===== src/rtl/volume_accumulator_pkg.sv =====
// Shared definitions for the volume accumulator and the bar-scaling stage:
// sample/level widths, microphone zero code and FSM state encodings.
package volume_accumulator_pkg;

  localparam int SAMPLE_W = 12;
  localparam int LEVEL_W  = 20;
  localparam logic [SAMPLE_W-1:0] MID_LEVEL_DEFAULT = 12'd2048;

  typedef enum logic [0:0] {
    ACCUM  = 1'b0,
    UPDATE = 1'b1
  } state_t;

  // Ties return the first argument, so the fresh window sum wins on equality.
  function automatic logic [LEVEL_W-1:0] level_max(
    input logic [LEVEL_W-1:0] a,
    input logic [LEVEL_W-1:0] b
  );
    return (a >= b) ? a : b;
  endfunction

endpackage


===== src/rtl/volume_accumulator_if.sv =====
// Sample input and held-level output bundle of the volume accumulator.
interface volume_accumulator_if;
  import volume_accumulator_pkg::*;

  logic                sample_valid;
  logic [SAMPLE_W-1:0] sample;
  logic [LEVEL_W-1:0]  data;
  logic                data_valid;

  modport master (output sample_valid, output sample, input data, input data_valid);
  modport slave  (input sample_valid, input sample, output data, output data_valid);

endinterface


===== src/rtl/volume_accumulator_abs_dev.sv =====
// Absolute distance of a microphone code from the zero-signal level.
module abs_dev
  import volume_accumulator_pkg::*;
#(
  parameter logic [SAMPLE_W-1:0] MID_LEVEL = MID_LEVEL_DEFAULT
) (
  input  logic [SAMPLE_W-1:0] sample,
  output logic [SAMPLE_W-1:0] dev
);

  // Fold the signed excursion around MID_LEVEL into a magnitude.
  always_comb begin
    dev = {SAMPLE_W{1'b0}};
    if (sample >= MID_LEVEL) begin
      dev = sample - MID_LEVEL;
    end else begin
      dev = MID_LEVEL - sample;
    end
  end

endmodule


===== src/rtl/volume_accumulator.sv =====
// Windowed sum of sample deviations with a peak-hold level that decays
// by a fixed fraction each window.
module volume_accumulator
  import volume_accumulator_pkg::*;
#(
  parameter logic [SAMPLE_W-1:0] MID_LEVEL   = MID_LEVEL_DEFAULT,
  parameter int                  WINDOW_LOG2 = 8,
  parameter int                  DECAY_SHIFT = 3
) (
  input logic                 clk,
  input logic                 reset,
  volume_accumulator_if.slave bus
);

  state_t                   state;
  state_t                   next_state;
  logic [SAMPLE_W-1:0]      dev;
  logic [LEVEL_W-1:0]       dev_ext;
  logic [LEVEL_W-1:0]       acc;
  logic [WINDOW_LOG2-1:0]   counter;
  logic [LEVEL_W-1:0]       window_sum;
  logic [LEVEL_W-1:0]       level;
  logic                     level_valid;
  logic                     window_done;
  logic                     update_en;
  logic [LEVEL_W-1:0]       decayed;
  logic [LEVEL_W-1:0]       new_level;

  abs_dev #(.MID_LEVEL(MID_LEVEL)) u_abs_dev (
    .sample (bus.sample),
    .dev    (dev)
  );

  assign dev_ext     = {{(LEVEL_W-SAMPLE_W){1'b0}}, dev};
  assign window_done = bus.sample_valid && (counter == {WINDOW_LOG2{1'b1}});

  // State, accumulator and held-level registers; sampling runs in every state.
  always_ff @(posedge clk) begin
    if (reset) begin
      state       <= ACCUM;
      acc         <= {LEVEL_W{1'b0}};
      counter     <= {WINDOW_LOG2{1'b0}};
      window_sum  <= {LEVEL_W{1'b0}};
      level       <= {LEVEL_W{1'b0}};
      level_valid <= 1'b0;
    end else begin
      state <= next_state;
      if (bus.sample_valid) begin
        if (window_done) begin
          window_sum <= acc + dev_ext;
          acc        <= {LEVEL_W{1'b0}};
          counter    <= {WINDOW_LOG2{1'b0}};
        end else begin
          acc     <= acc + dev_ext;
          counter <= counter + WINDOW_LOG2'(1'b1);
        end
      end
      level_valid <= update_en;
      if (update_en) begin
        level <= new_level;
      end
    end
  end

  // Next-state: enter UPDATE on the window's last sample, stay one cycle.
  always_comb begin
    next_state = state;
    case (state)
      ACCUM:   next_state = window_done ? UPDATE : ACCUM;
      UPDATE:  next_state = ACCUM;
      default: next_state = ACCUM;
    endcase
  end

  // Output logic: decayed hold level, forced to zero once the shift term vanishes.
  always_comb begin
    update_en = (state == UPDATE);
    decayed   = {LEVEL_W{1'b0}};
    if ((level >> DECAY_SHIFT) == {LEVEL_W{1'b0}}) begin
      decayed = {LEVEL_W{1'b0}};
    end else begin
      decayed = level - (level >> DECAY_SHIFT);
    end
    new_level = level_max(window_sum, decayed);
  end

  assign bus.data       = level;
  assign bus.data_valid = level_valid;

endmodule


===== src/flat_wrapper.sv =====
// flat-port wrapper written by rule: the top's interface ports become plain ports
module volume_accumulator_flat import volume_accumulator_pkg::*;
#(
  parameter logic [SAMPLE_W-1:0] MID_LEVEL   = MID_LEVEL_DEFAULT,
  parameter int                  WINDOW_LOG2 = 8,
  parameter int                  DECAY_SHIFT = 3
)
  (clk, reset, bus_sample_valid, bus_sample, bus_data, bus_data_valid);
  volume_accumulator_if bus_i ();
  input logic clk;
  input logic reset;
  input wire logic [$bits(bus_i.sample_valid)-1:0] bus_sample_valid;
  input wire logic [$bits(bus_i.sample)-1:0] bus_sample;
  output wire logic [$bits(bus_i.data)-1:0] bus_data;
  output wire logic [$bits(bus_i.data_valid)-1:0] bus_data_valid;
  assign bus_i.sample_valid = bus_sample_valid;
  assign bus_i.sample = bus_sample;
  assign bus_data = bus_i.data;
  assign bus_data_valid = bus_i.data_valid;
  volume_accumulator #(.MID_LEVEL(MID_LEVEL), .WINDOW_LOG2(WINDOW_LOG2), .DECAY_SHIFT(DECAY_SHIFT)) u_core (.clk(clk), .reset(reset), .bus(bus_i));
endmodule

===== config.mk =====
export PLATFORM = sky130hd
export DESIGN_NAME = volume_accumulator_flat
export DESIGN_NICKNAME = d
export VERILOG_FILES = /design/src/rtl/volume_accumulator_pkg.sv /design/src/rtl/volume_accumulator_if.sv /design/src/rtl/volume_accumulator_abs_dev.sv /design/src/rtl/volume_accumulator.sv /design/src/flat_wrapper.sv
export SDC_FILE = /design/constraint.sdc
export NUM_CORES = 1
export LEC_CHECK = 0
export ABC_AREA = 1
export CORE_MARGIN = 2
export CORE_UTILIZATION = 45
export CTS_CLUSTER_SIZE = 14
export DETAILED_ROUTE_END_ITERATION = 8
export PLACE_DENSITY = 0.75
export SKIP_LAST_GASP = 1
export SLEW_MARGIN = 15
export SYNTH_ARGS = -nofsm -noshare
export SYNTH_HDL_FRONTEND = slang
export SYNTH_HIERARCHICAL = 1
export SYNTH_SLANG_ARGS = --single-unit

===== constraint.sdc =====
create_clock -name clk -period 2.7 [get_ports clk]
set_input_delay 0.54 -clock clk [delete_from_list [all_inputs] [get_ports clk]]
set_output_delay 0.54 -clock clk [all_outputs]
set_load 0.03 [all_outputs]

* Yosys cells after proc, flatten, opt, wreduce, memory -nomap -nowiden
Index checks and enable logic that the tools add are counted.
** Operators by class
- Add/sub/neg operators :: 5
- Magnitude comparators :: 2
- Equal/unequal tests :: 1
- Mux-type cells :: 7
- Bitwise operators :: 1
- Reductions and logical operators :: 3
** Operator list (number)
- $mux 20 :: 3
- $add 20x12->20 :: 1
- $ge 20x20->1 :: 1
- $logic_not 20->1 :: 1
- $sub 20x17->20 :: 1
- $ge 12x12->1 const B :: 1
- $mux 12 :: 1
- $sub 12x12->12 const A :: 1
- $sub 12x12->12 const B :: 1
- $add 8x1->8 const B :: 1
- $eq 8x8->1 const B :: 1
- $mux 8 :: 1
- $pmux 1 s2 :: 1
- $reduce_and 2->1 :: 1
- $logic_and 1x1->1 :: 1
- $mux 1 :: 1
- $not 1->1 :: 1
** Storage, ports and cells
- Flip-flop bits (word level) :: 70
- Bits of input ports :: 15
- Logic and storage cells :: 25

* Longest topological paths before layout
Gate-level depths: netlist (run 1).
- Depth after elaboration :: 4
- Gate-level depth with buffers :: 25
- Gate-level depth less buffers :: 24

* Cells and area by module
The synthesis (run 1) kept the hierarchy.
** Modules (own cells, without submodules)
- volume_accumulator :: times used 1, cells an instance 905, area each 5454.0 um2, sequential area each 1401.3 um2
- abs_dev :: times used 1, cells an instance 57, area each 282.8 um2, sequential area each 0.0 um2

* Least setup slack after synthesis (run 1)
No wires, ideal clock.
- Path kind :: flip-flop to flip-flop
- Start :: reg u_core.level[3] (netlist: u_core/bus.data[3])
- End :: reg u_core.level[10] (netlist: u_core/bus.data[10])
- Library setup time :: 0.112 ns
- Arrival :: 3.020 ns
- Required time :: 2.588 ns
- Slack :: -0.432 ns
- Cell stages (with the launch flop) :: 24
- Path buffers :: 1
- Path through :: dfxtp_1 ha_1 inv_1 fa_1 nand2_1 nand3_1 and2_1 nand2_1 nand2_1 nand2_1 nand2_1 nand2_1 nand3_1 ha_1 nand2_1 nor2_1 nand2_1 nor2_1 nand2_1 nand4_1 buf_2 a21oi_1 nand2_1 nand2_1
** Between the ends
- Cells in the longest elaborated chain, start to end :: 4
- Elaborated cells between the ends (all ways) :: 5
- Classes of those cells :: add/sub (1); order compare (1); mux (2); reduce/logical (1)
** Ends and longest elaborated chain
- from (decl) :: line volume_accumulator.sv:22 : logic [LEVEL_W-1:0] level;
- from (signal assigned) :: line volume_accumulator.sv:44 : level <= {LEVEL_W{1'b0}};
- from (signal assigned) :: line volume_accumulator.sv:60 : level <= new_level;
- $sub 20x17->20 or $logic_not 20->1 (tied branches) :: line volume_accumulator.sv:82, volume_accumulator.sv:79
- $mux 20 (*) :: line volume_accumulator.sv:79 : if ((level >> DECAY_SHIFT) == {LEVEL_W{1'b0}}) begin
- $ge 20x20->1 :: line volume_accumulator_pkg.sv:19 : return (a >= b) ? a : b;
- $mux 20 (*) :: line volume_accumulator_pkg.sv:19
Mark *: on every way between the ends. The rest lies on a longest branch, timed or not.
A chain may end at the register's enable or synchronous reset.

* Final worst setup path (run 1)
- Start :: reg u_core.level[9] (netlist: u_core/bus.data[9])
- End :: reg u_core.level[9] (netlist: u_core/bus.data[9])
The elaborated chain is that of the path after synthesis.

==> run metrics, run 1 <==
Post-Route WL=17800 um; Finish-stage setup viols=20; Final Skew=0.0113 ns; Sink Count=70; gpl congestion=0.929; Post-synth EDFFs=0; Min Clock Period, post-route=3.27 ns; Syn Std Cell Area=5740 um2; Final Util=67.4%; Die X-Extent=117 um; Fin Hold WS=0.472 ns; Longest Clk Path Bufs=2; sequential area share after synthesis=24.4%; vias in the first global route=6282; Pre-antenna DRT Iters=5; filler cell count=1056; crit path kind=reg -> reg; Worst-Margin Slew=0.560 ns; Tot GR Track Use=25.6%; antenna violations before repair=0; IO Pins=36; Mapped Cells=962; ys flop type=dfxtp_1; Slew Limit Fails=0; Root Driver=clkbuf_16; first-pass GRT wire length=27700 um; syn_area_per_cell=5.96 um2; global route overflow=0; Hold Fails Final Rpt=0; CTS buffer count=9; Final Cycle Share=121%; max cap viols=0; antenna diode count=0; Async SR Flop Fraction=0%; port bufs=35; drt wl/cell=13.7 um; Rows=41; setup TNS=-10.47 ns; register clock-pin slew on the reported worst setup and hold paths=0.05 ns; largest net degree at the start of global routing=39; Final nets=1192; share of layout cells above drive strength 1=30.5%; Worst Setup Start Kind=register; Iteration-0 DRC Markers=399; worst hold path class=reg -> reg; Rel. slew slack=62.6%; Max Freq=305 MHz; Antenna Nets Post-Route=0; commonest non-fill, non-tap cell in the layout=nand2_1; failing checks=setup timing; Area Overhead vs Synth=47.0%; full die area=13700 um2; Ys Warns=6; htree depth=3; Peak VDD IR=239 uV; worst skew pair latency=0.35 ns; DP HPWL=12400 um; register area=1440 um2; most frequent cells in the layout=nand2_1 (302), inv_1 (136), buf_4 (129), a21oi_1 (61), nor2_1 (55); final worst setup slack=-0.574 ns; CP endpoint kind=register; multi-input combinational cell area=4440 um2; die height=117 um; pwr/cell area=363 nW/um2; critical path data required time=2.93 ns; starting density of the core=45.8%; Max Fanout on Critical Path=6; RSZ-0062 raised after global routing=true; Remaining DRCs=0; status=complete, but fails checks; Yosys reg bits=70; Via Count=6652; Post-Syn Nets=1030; Yosys cell types=40; cell leakage power=4.27 nW; Via density=5.12; Core Region=12500 um2; CTS tree=built; critical path arrival=3.50 ns
-- report_power, final --
group	internal [mW]	switching [mW]	total, mW
combinational	0.311	0.353	0.664
clock	0.855	0.456	1.31
sequential	1.06	0.0269	1.09
-- kinds of logic (layout without fill, tap and decap cells) --
kind of cell | Yosys count | after routing | synth area share [%]
flip-flops | 70 | 70 | 24.4
buffers and inverters | 172 | 338 | 11.8
XOR/XNOR | 15 | 15 | 2.29
adder cells (fa/ha/maj) | 53 | 53 | 11.8
multiplexers | 1 | 1 | 0.174
AO/OA/AOI/OAI | 121 | 121 | 11.1
AND/OR/NAND/NOR | 530 | 530 | 38.5
-- final timing paths --
check	startpoint	end	slack (ns)	depth (start not counted)
hold reg to reg	u_core/acc[2]$_SDFFE_PP0P_	u_core/acc[2]$_SDFFE_PP0P_	0.47	2
setup reg to reg	u_core/bus.data[9]$_SDFFE_PP0P_	u_core/bus.data[9]$_SDFFE_PP0P_	-0.57	20
setup / recovery	u_core/bus.data[9]$_SDFFE_PP0P_	u_core/bus.data[9]$_SDFFE_PP0P_	-0.57	20
hold / removal	u_core/acc[2]$_SDFFE_PP0P_	u_core/acc[2]$_SDFFE_PP0P_	0.47	2
-- metrics by stage --
step	total power [mW]	cells	instance area, um2	setup WS (ns)
after floorplan	1.43	962	5800	-0.110
after global placement	1.65	1269	7170	-0.481
after detailed placement	1.66	1269	7170	-0.532
after CTS	3.02	1290	7950	-0.359
after global routing	3.20	1300	8430	-0.674
final	3.06	1300	8430	-0.574
-- layout make-up --
| cell class | instances | area share [%] |
|---|---|---|
| clock buffer | 12 | 3.04 |
| clock inverter | 3 | 0.786 |
| inverter | 151 | 6.78 |
| multi-input combinational | 720 | 52.7 |
| sequential | 70 | 17.1 |
| tap | 172 | 2.55 |
| timing repair buffer | 171 | 17.0 |
| timing repair inverter | 1 | 0.0890 |
-- synth_stat cells, types with 2 or more instances --
cell | number | area (um2)
a21oi_1 | 80 | 400
and2_1 | 3 | 18.8
buf_2 | 8 | 40.0
buf_4 | 3 | 22.5
clkbuf_1 | 8 | 30.0
dfxtp_1 | 70 | 1400
fa_1 | 2 | 40.0
ha_1 | 51 | 638
inv_1 | 147 | 552
inv_2 | 4 | 15.0
nand2_1 | 338 | 1270
nand2_2 | 3 | 18.8
nand3_1 | 71 | 355
nand3b_1 | 7 | 52.6
nand4_1 | 7 | 43.8
nor2_1 | 74 | 278
nor3_1 | 12 | 60.1
nor3_2 | 2 | 20.0
o211ai_1 | 2 | 15.0
o21ai_0 | 30 | 150
o21bai_1 | 2 | 15.0
or2_0 | 2 | 12.5
or2_2 | 6 | 37.5
xnor2_1 | 4 | 35.0
xor2_1 | 11 | 96.3
-- sequential cells by signal, summed over array words and instances (netlist names) --
| register | count |
|---|---|
| u_core/counter | 8 |
| u_core/bus.data_valid | 1 |
| u_core/acc | 20 |
| u_core/window_sum | 20 |
| u_core/state | 1 |
| u_core/bus.data | 20 |
-- layer usage --
| metal | wire [um] | track usage [%] | up-vias |
|---|---|---|---|
| met5 | 0 | 0 | - |
| met4 | 556 | 10.3 | 0 |
| met3 | 756 | 4.38 | 48 |
| met2 | 8960 | 46.9 | 208 |
| met1 | 7570 | 29.7 | 3035 |
| li1 | - | - | 3361 |
-- critical path, stage by stage, from the launching register on --
cell and delay [ns]:
dfxtp_2 0.37, inv_1 0.09, ha_4 0.29, nand2_1 0.14
nor2_2 0.25, nand3_2 0.14, nand3_2 0.14, nand2_2 0.08
nand3_1 0.09, nand3_2 0.11, ha_4 0.29, nand2_2 0.06
nor2_4 0.15, nand2_2 0.07, nor2_1 0.08, nand2_1 0.09
nand4_1 0.26, buf_6 0.19, a21oi_2 0.06, nand2_1 0.13
nand2_1 0.07
-- timing repair --
action,CTS,global route
hold buffers,0,0
endpoints found under the setup margin,46,52
pin swaps,26,42
buffers inserted,3,9
cloned,3,1
gates resized for setup,88,105
Note: power is estimated with default switching activity, not from simulation.
==> run 2, diff against run 1 <==
SETUP_SLACK_MARGIN = 0.15   (was unset)
==> run 2 against run 1 <==
The run still ends with setup timing left. Critical path depth fell by 1. Sequential share of layout area fell by 0.25 points. Sequential power barely moved. Critical endpoint unchanged. Largest cell class unchanged.
==> run metrics, run 2 (synthesized netlist as in run 1, its figures left out) <==
failing checks=setup timing; global route overflow=0 (unchanged); critical path data required time=2.98 ns (+0.05 ns); Cell Chain, Critical Path=inv_1 -> ha_4 -> nand2_1 -> nor2_2 -> nand3_2 -> nand3_2 -> nand2_2 -> nand3_1 -> nand3_2 -> ha_4 -> buf_4 -> nand3_1 -> nand2_1 -> a21oi_2 -> nand4_1 -> buf_6 -> a21oi_2 -> nand2_1 -> nand2_1; pwr/cell area=365 nW/um2 (+0.62%); design area=8560 um2 (+1.5%); drt wl/cell=14.2 um (+3.3%); Post-Place Cells=1269 (unchanged); Pre-antenna DRT Iters=6 (+1); r2r setup slk=-0.64 ns (-0.07 ns); final worst setup slack=-0.643 ns (-0.0696 ns); Root Driver=clkbuf_16; die height=117 um (unchanged); full die area=13700 um2 (unchanged); cell leakage power=4.27 nW (about the same); port bufs=35 (unchanged); Min Clock Period, post-route=3.34 ns (+0.0696 ns); CTS buffer count=9 (unchanged); IO Pins=36 (unchanged); Placement Setup Slack=-0.532 ns (unchanged); Worst Setup EP=u_core/bus.data[9]$_SDFFE_PP0P_; Hold Fails Final Rpt=0 (unchanged); Worst Setup Start Kind=register; htree depth=3 (unchanged); Post-Layout Cell Count=1301 (+0.077%); RSZ-0062 raised after global routing=true; Final Util=68.4% (+1.0 points); Core Region=12500 um2 (unchanged); Final nets=1193 (+0.084%); Tot GR Track Use=26.2% (+0.56 points); Sink Count=70 (unchanged); Register-to-Register Path Depth=19 (-5.0%); Area Overhead vs Synth=49.2%; critical path arrival=3.62 ns (+0.12 ns); most frequent CP cell=nand2_1; Slew Limit Fails=0 (unchanged); starting density of the core=45.8% (unchanged); hold path depth=2 (unchanged); filler cell count=1031 (-2.4%); Final Cycle Share=124% (+2.6 points); Finish-stage setup viols=20 (unchanged); most frequent cells in the layout=nand2_1 (289), inv_1 (136), buf_4 (129), a21oi_1 (59), nor2_1 (53); CP peak stage delay=0.37 ns (about the same); Remaining DRCs=0 (unchanged); multi-input combinational cell area=4560 um2 (+2.6%); Via density=5.21 (+1.9%); Die X-Extent=117 um (unchanged); DP HPWL=12400 um (unchanged); Post-Route WL=18400 um (+3.4%); Fin Hold WS=0.471 ns (-0.000286 ns); CTS tree=built; worst skew pair latency=0.35 ns (about the same); vias in the first global route=6348 (+1.1%); largest net degree at the start of global routing=39 (unchanged); antenna diode count=0 (unchanged); Final Skew=0.0101 ns (-0.00119 ns); FF-to-FF Start=u_core/bus.data[9]$_SDFFE_PP0P_; commonest non-fill, non-tap cell in the layout=nand2_1; slowest CP cell=dfxtp_2; Rows=41 (unchanged); Max Fanout on Critical Path=6 (unchanged); reg-to-reg critical path endpoint=u_core/bus.data[9]$_SDFFE_PP0P_; CP Launch Point=u_core/bus.data[9]$_SDFFE_PP0P_; Via Count=6781 (+1.9%); first-pass GRT wire length=28300 um (+2.1%); Iteration-0 DRC Markers=499 (+25%); share of layout cells above drive strength 1=32.2% (+1.7 points); Longest Clk Path Bufs=2 (unchanged); Rel. slew slack=58.8% (-3.7 points); crit path kind=reg -> reg; gpl congestion=0.929 (unchanged); Worst-Margin Slew=0.616 ns (+0.0559 ns); register clock-pin slew on the reported worst setup and hold paths=0.06 ns (about the same); worst hold path class=reg -> reg; cell area after placement=7170 um2 (unchanged); Peak VDD IR=236 uV (-1.2%); Antenna Nets Post-Route=0 (unchanged); max cap viols=0 (unchanged); Max Freq=299 MHz (-2.1%); CP endpoint kind=register; register area=1440 um2 (unchanged); antenna violations before repair=0 (unchanged); status=complete, but fails checks
==> run 2: cell types whose count changed in the layout (fill, tap and decap cells not counted), sizes merged <==
| cell | delta |
|---|---|
| buf | +2 |
| clkbuf | +2 |
| clkdlybuf4s15 | +1 |
| clkdlybuf4s50 | -1 |
| clkinvlp | -1 |
| dlymetal6s2s | -2 |
==> run 2: repair_timing <==
| action | CTS | global route |
|---|---|---|
| gates cloned | 3 | 0 |
| endpoints found under the setup margin | 53 | 50 |
| hold buffers | 0 | 0 |
| gates resized for setup | 109 | 118 |
| pin swaps | 40 | 57 |
| setup buffers | 7 | 7 |
==> run 2: how the worst min path moves through the flow <==
| stage | end | start |
|---|---|---|
| after floorplan | u_core/window_sum[1]$_SDFFE_PP0P_ | u_core/window_sum[1]$_SDFFE_PP0P_ |
| after detailed placement | u_core/acc[2]$_SDFFE_PP0P_ | u_core/acc[2]$_SDFFE_PP0P_ |
| after global routing | u_core/acc[2]$_SDFFE_PP0P_ | u_core/acc[2]$_SDFFE_PP0P_ |
| after global placement | u_core/bus.data[10]$_SDFFE_PP0P_ | u_core/bus.data[10]$_SDFFE_PP0P_ |
| after CTS | u_core/acc[2]$_SDFFE_PP0P_ | u_core/acc[2]$_SDFFE_PP0P_ |
| final | u_core/acc[2]$_SDFFE_PP0P_ | u_core/acc[2]$_SDFFE_PP0P_ |
==> run 2: cell type report <==
class	count	area share, %
Clock buffer	12	3.00
Clock inverter	3	0.775
Inverter	151	6.68
Multi-Input combinational cell	720	53.3
Sequential cell	70	16.8
Tap cell	172	2.51
Timing Repair Buffer	173	16.9
==> run 2: power breakdown <==
part,total (mW),switching (mW),internal [mW],leakage (nW)
clock network,1.32,0.460,0.855,0.159
registers,1.09,0.0294,1.06,0.578
logic,0.723,0.385,0.338,3.53
==> run 2: through the flow <==
step           total power [mW]  TNS (ns)
3_3_place_gp               1.65    -18.57
6_report                   3.13    -11.23
4_1_cts                    3.06     -6.80
2_1_floorplan              1.43     -2.02
3_5_place_dp               1.66    -21.95
5_1_grt                    3.27    -13.18
==> run 2: critical path, delay by kind of cell, from the launching register on <==
kind / cells / cell delay, ns
compound gates: 2 / 0.30
simple gates: 12 / 1.62
fa+ha+maj: 2 / 0.53
flops: 1 / 0.37
buf+inv: 3 / 0.46
==> run 2: per-layer routing <==
| layer | track usage [%] | wire length [um] | vias up |
|---|---|---|---|
| li1 | - | - | 3373 |
| met1 | 30.3 | 7520 | 3073 |
| met2 | 47.2 | 9130 | 261 |
| met3 | 4.94 | 1040 | 74 |
| met4 | 11.1 | 753 | 0 |
| met5 | 0 | 0 | - |
==> run 3, diff against run 2 <==
CTS_CLUSTER_SIZE = 25   (was 14)
MAX_ROUTING_LAYER = met4   (was unset)
==> run 3 against run 2 <==
Global-route usage is 0.70 points higher. Final cell count grew 0.69%. The flow still finishes with violations (setup timing). Sequential power is essentially flat. Combinational power decreased by 2%. Non-clock buffer count is 8 higher.
==> run metrics, run 3 (synthesized netlist as in run 1, its figures left out) <==
Die X-Extent=117 um (unchanged); Final Skew=0.00859 ns (-0.00155 ns); Final Cycle Share=126% (+1.8 points); full die area=13700 um2 (unchanged); worst skew pair latency=0.35 ns (about the same); starting density of the core=45.8% (unchanged); Rel. slew slack=48.4% (-10 points); Placement Setup Slack=-0.548 ns (-0.0161 ns); Longest Clk Path Bufs=2 (unchanged); Worst Setup Start Kind=register; commonest non-fill, non-tap cell in the layout=nand2_1; CTS tree=built; critical path data required time=2.98 ns (about the same); max cap viols=0 (unchanged); Remaining DRCs=0 (unchanged); Peak VDD IR=215 uV (-9.0%); antenna diode count=0 (unchanged); share of layout cells above drive strength 1=33.0% (+0.80 points); Final nets=1201 (+0.67%); grt met2 use=46.4% (-0.89 points); final worst setup slack=-0.693 ns (-0.0494 ns); Min Clock Period, post-route=3.39 ns (+0.0494 ns); Finish-stage setup viols=20 (unchanged); Worst-Margin Slew=0.772 ns (+0.156 ns); GR Util met3=3.81% (-1.1 points); Register-to-Register Path Depth=21 (+2); Max Fanout on Critical Path=6 (unchanged); port bufs=35 (unchanged); crit path kind=reg -> reg; Via Count=6685 (-1.4%); Area Overhead vs Synth=48.9%; Post-Layout Cell Count=1310 (+0.69%); drt wl/cell=14.1 um (-0.58%); vias in the first global route=6224 (-2.0%); IO Pins=36 (unchanged); Post-Place Cells=1273 (+0.32%); worst hold path class=reg -> reg; Rows=41 (unchanged); hold path depth=2 (unchanged); cell leakage power=4.24 nW (-0.67%); Root Driver=clkbuf_16; filler cell count=1005 (-2.5%); DP HPWL=12300 um (about the same); Slew Limit Fails=0 (unchanged); Via density=5.10 (-2.1%); Iteration-0 DRC Markers=403 (-19%); status=complete, but fails checks; largest net degree at the start of global routing=39 (unchanged); Core Region=12500 um2 (unchanged); busiest grt layer=met2; critical path arrival=3.68 ns (+0.06 ns); Max Freq=295 MHz (-1.5%); RSZ-0062 raised after global routing=true; die height=117 um (unchanged); CP endpoint kind=register; met1 Track Usage GR=31.3% (+1.0 points); Sink Count=70 (unchanged); global route overflow=0 (unchanged); Antenna Nets Post-Route=0 (unchanged); Tot GR Track Use=26.9% (+0.70 points); Hold Fails Final Rpt=0 (unchanged); Pre-antenna DRT Iters=5 (-1); htree depth=3 (unchanged); pwr/cell area=344 nW/um2 (-5.8%); antenna violations before repair=0 (unchanged); most frequent cells in the layout=nand2_1 (286), buf_4 (137), inv_1 (136), a21oi_1 (57), nor2_1 (53); gpl congestion=0.949 (+2.2%); register clock-pin slew on the reported worst setup and hold paths=0.06 ns (about the same); Post-Route WL=18500 um (+0.11%); CTS buffer count=9 (unchanged); first-pass GRT wire length=28100 um (-0.81%); failing checks=setup timing
run 3: changes by cell type in the layout (fill, tap and decap cells not counted), sizes merged:
| cell | previous run | this run |
|---|---|---|
| clkinvlp | 0 | 2 |
| inv | 152 | 151 |
| clkinv | 0 | 3 |
| buf | 138 | 146 |
| bufinv | 2 | 0 |
| clkbuf | 14 | 15 |
| dlygate4sd2 | 0 | 1 |
| dlymetal6s2s | 8 | 5 |
run 3: power breakdown:
part	switching [mW]	internal, mW
combinational	0.372	0.338
clock	0.472	0.670
sequential	0.0261	1.06
run 3: stage by stage:
stage | setup TNS, ns | total power, mW | utilization, % | area, um2 | hold slack (ns)
after floorplan | -2.02 | 1.43 | - | 5800 | 0.448
after global placement | -20.12 | 1.66 | 57.5 | 7200 | 0.448
after detailed placement | -22.77 | 1.67 | 57.5 | 7200 | 0.463
after CTS | -7.49 | 2.89 | 63.5 | 7950 | 0.472
after global routing | -15.60 | 3.08 | 68.2 | 8540 | 0.485
final | -12.69 | 2.94 | 68.2 | 8540 | 0.471
run 3: path summary, 6_finish.rpt:
kind | from | endpoint | slack (ns)
max | u_core/bus.data[10]$_SDFFE_PP0P_ | u_core/bus.data[9]$_SDFFE_PP0P_ | -0.69
min reg2reg | u_core/acc[0]$_SDFFE_PP0P_ | u_core/acc[0]$_SDFFE_PP0P_ | 0.47
min | u_core/acc[0]$_SDFFE_PP0P_ | u_core/acc[0]$_SDFFE_PP0P_ | 0.47
max reg2reg | u_core/bus.data[10]$_SDFFE_PP0P_ | u_core/bus.data[9]$_SDFFE_PP0P_ | -0.69
run 3: worst max-delay path: stages, from the launching register on:
cell and delay, ns:
dfxtp_2 0.32, buf_4 0.14, ha_4 0.26, nand2_1 0.07, nor2_1 0.15, inv_1 0.08, buf_4 0.13, nor2_1 0.10
nand2_2 0.08, nand3_1 0.07, nand3_1 0.14, ha_1 0.37, nand2_2 0.10, inv_1 0.06, nand2_1 0.08, nand2_1 0.09
a21oi_2 0.24, nand4_1 0.28, buf_6 0.25, a21oi_2 0.14, nand2_2 0.09, nand2_1 0.07
run 3: layout make-up:
type                            instances  area, um2  share of cell area, %
Clock buffer                           11        253                   2.96
Inverter                              151        569                   6.67
Multi-Input combinational cell        720       4550                   53.3
Sequential cell                        70       1440                   16.8
Timing Repair Buffer                  181       1480                   17.3
Tap cell                              172        215                   2.52
Clock inverter                          5       33.8                  0.396
run 3: repair_timing:
item | in CTS | in global routing
endpoints found under the setup margin | 54 | 52
hold buffers | 0 | 0
buffers inserted | 8 | 10
gates cloned | 3 | 0
resized for setup | 102 | 132
pin swaps | 32 | 67
run 3: routing by layer:
layer	vias to the layer above	part of all wire, %
li1	3399	-
met1	3033	42
met2	189	50
met3	64	4.3
met4	0	4.0
met5	-	0
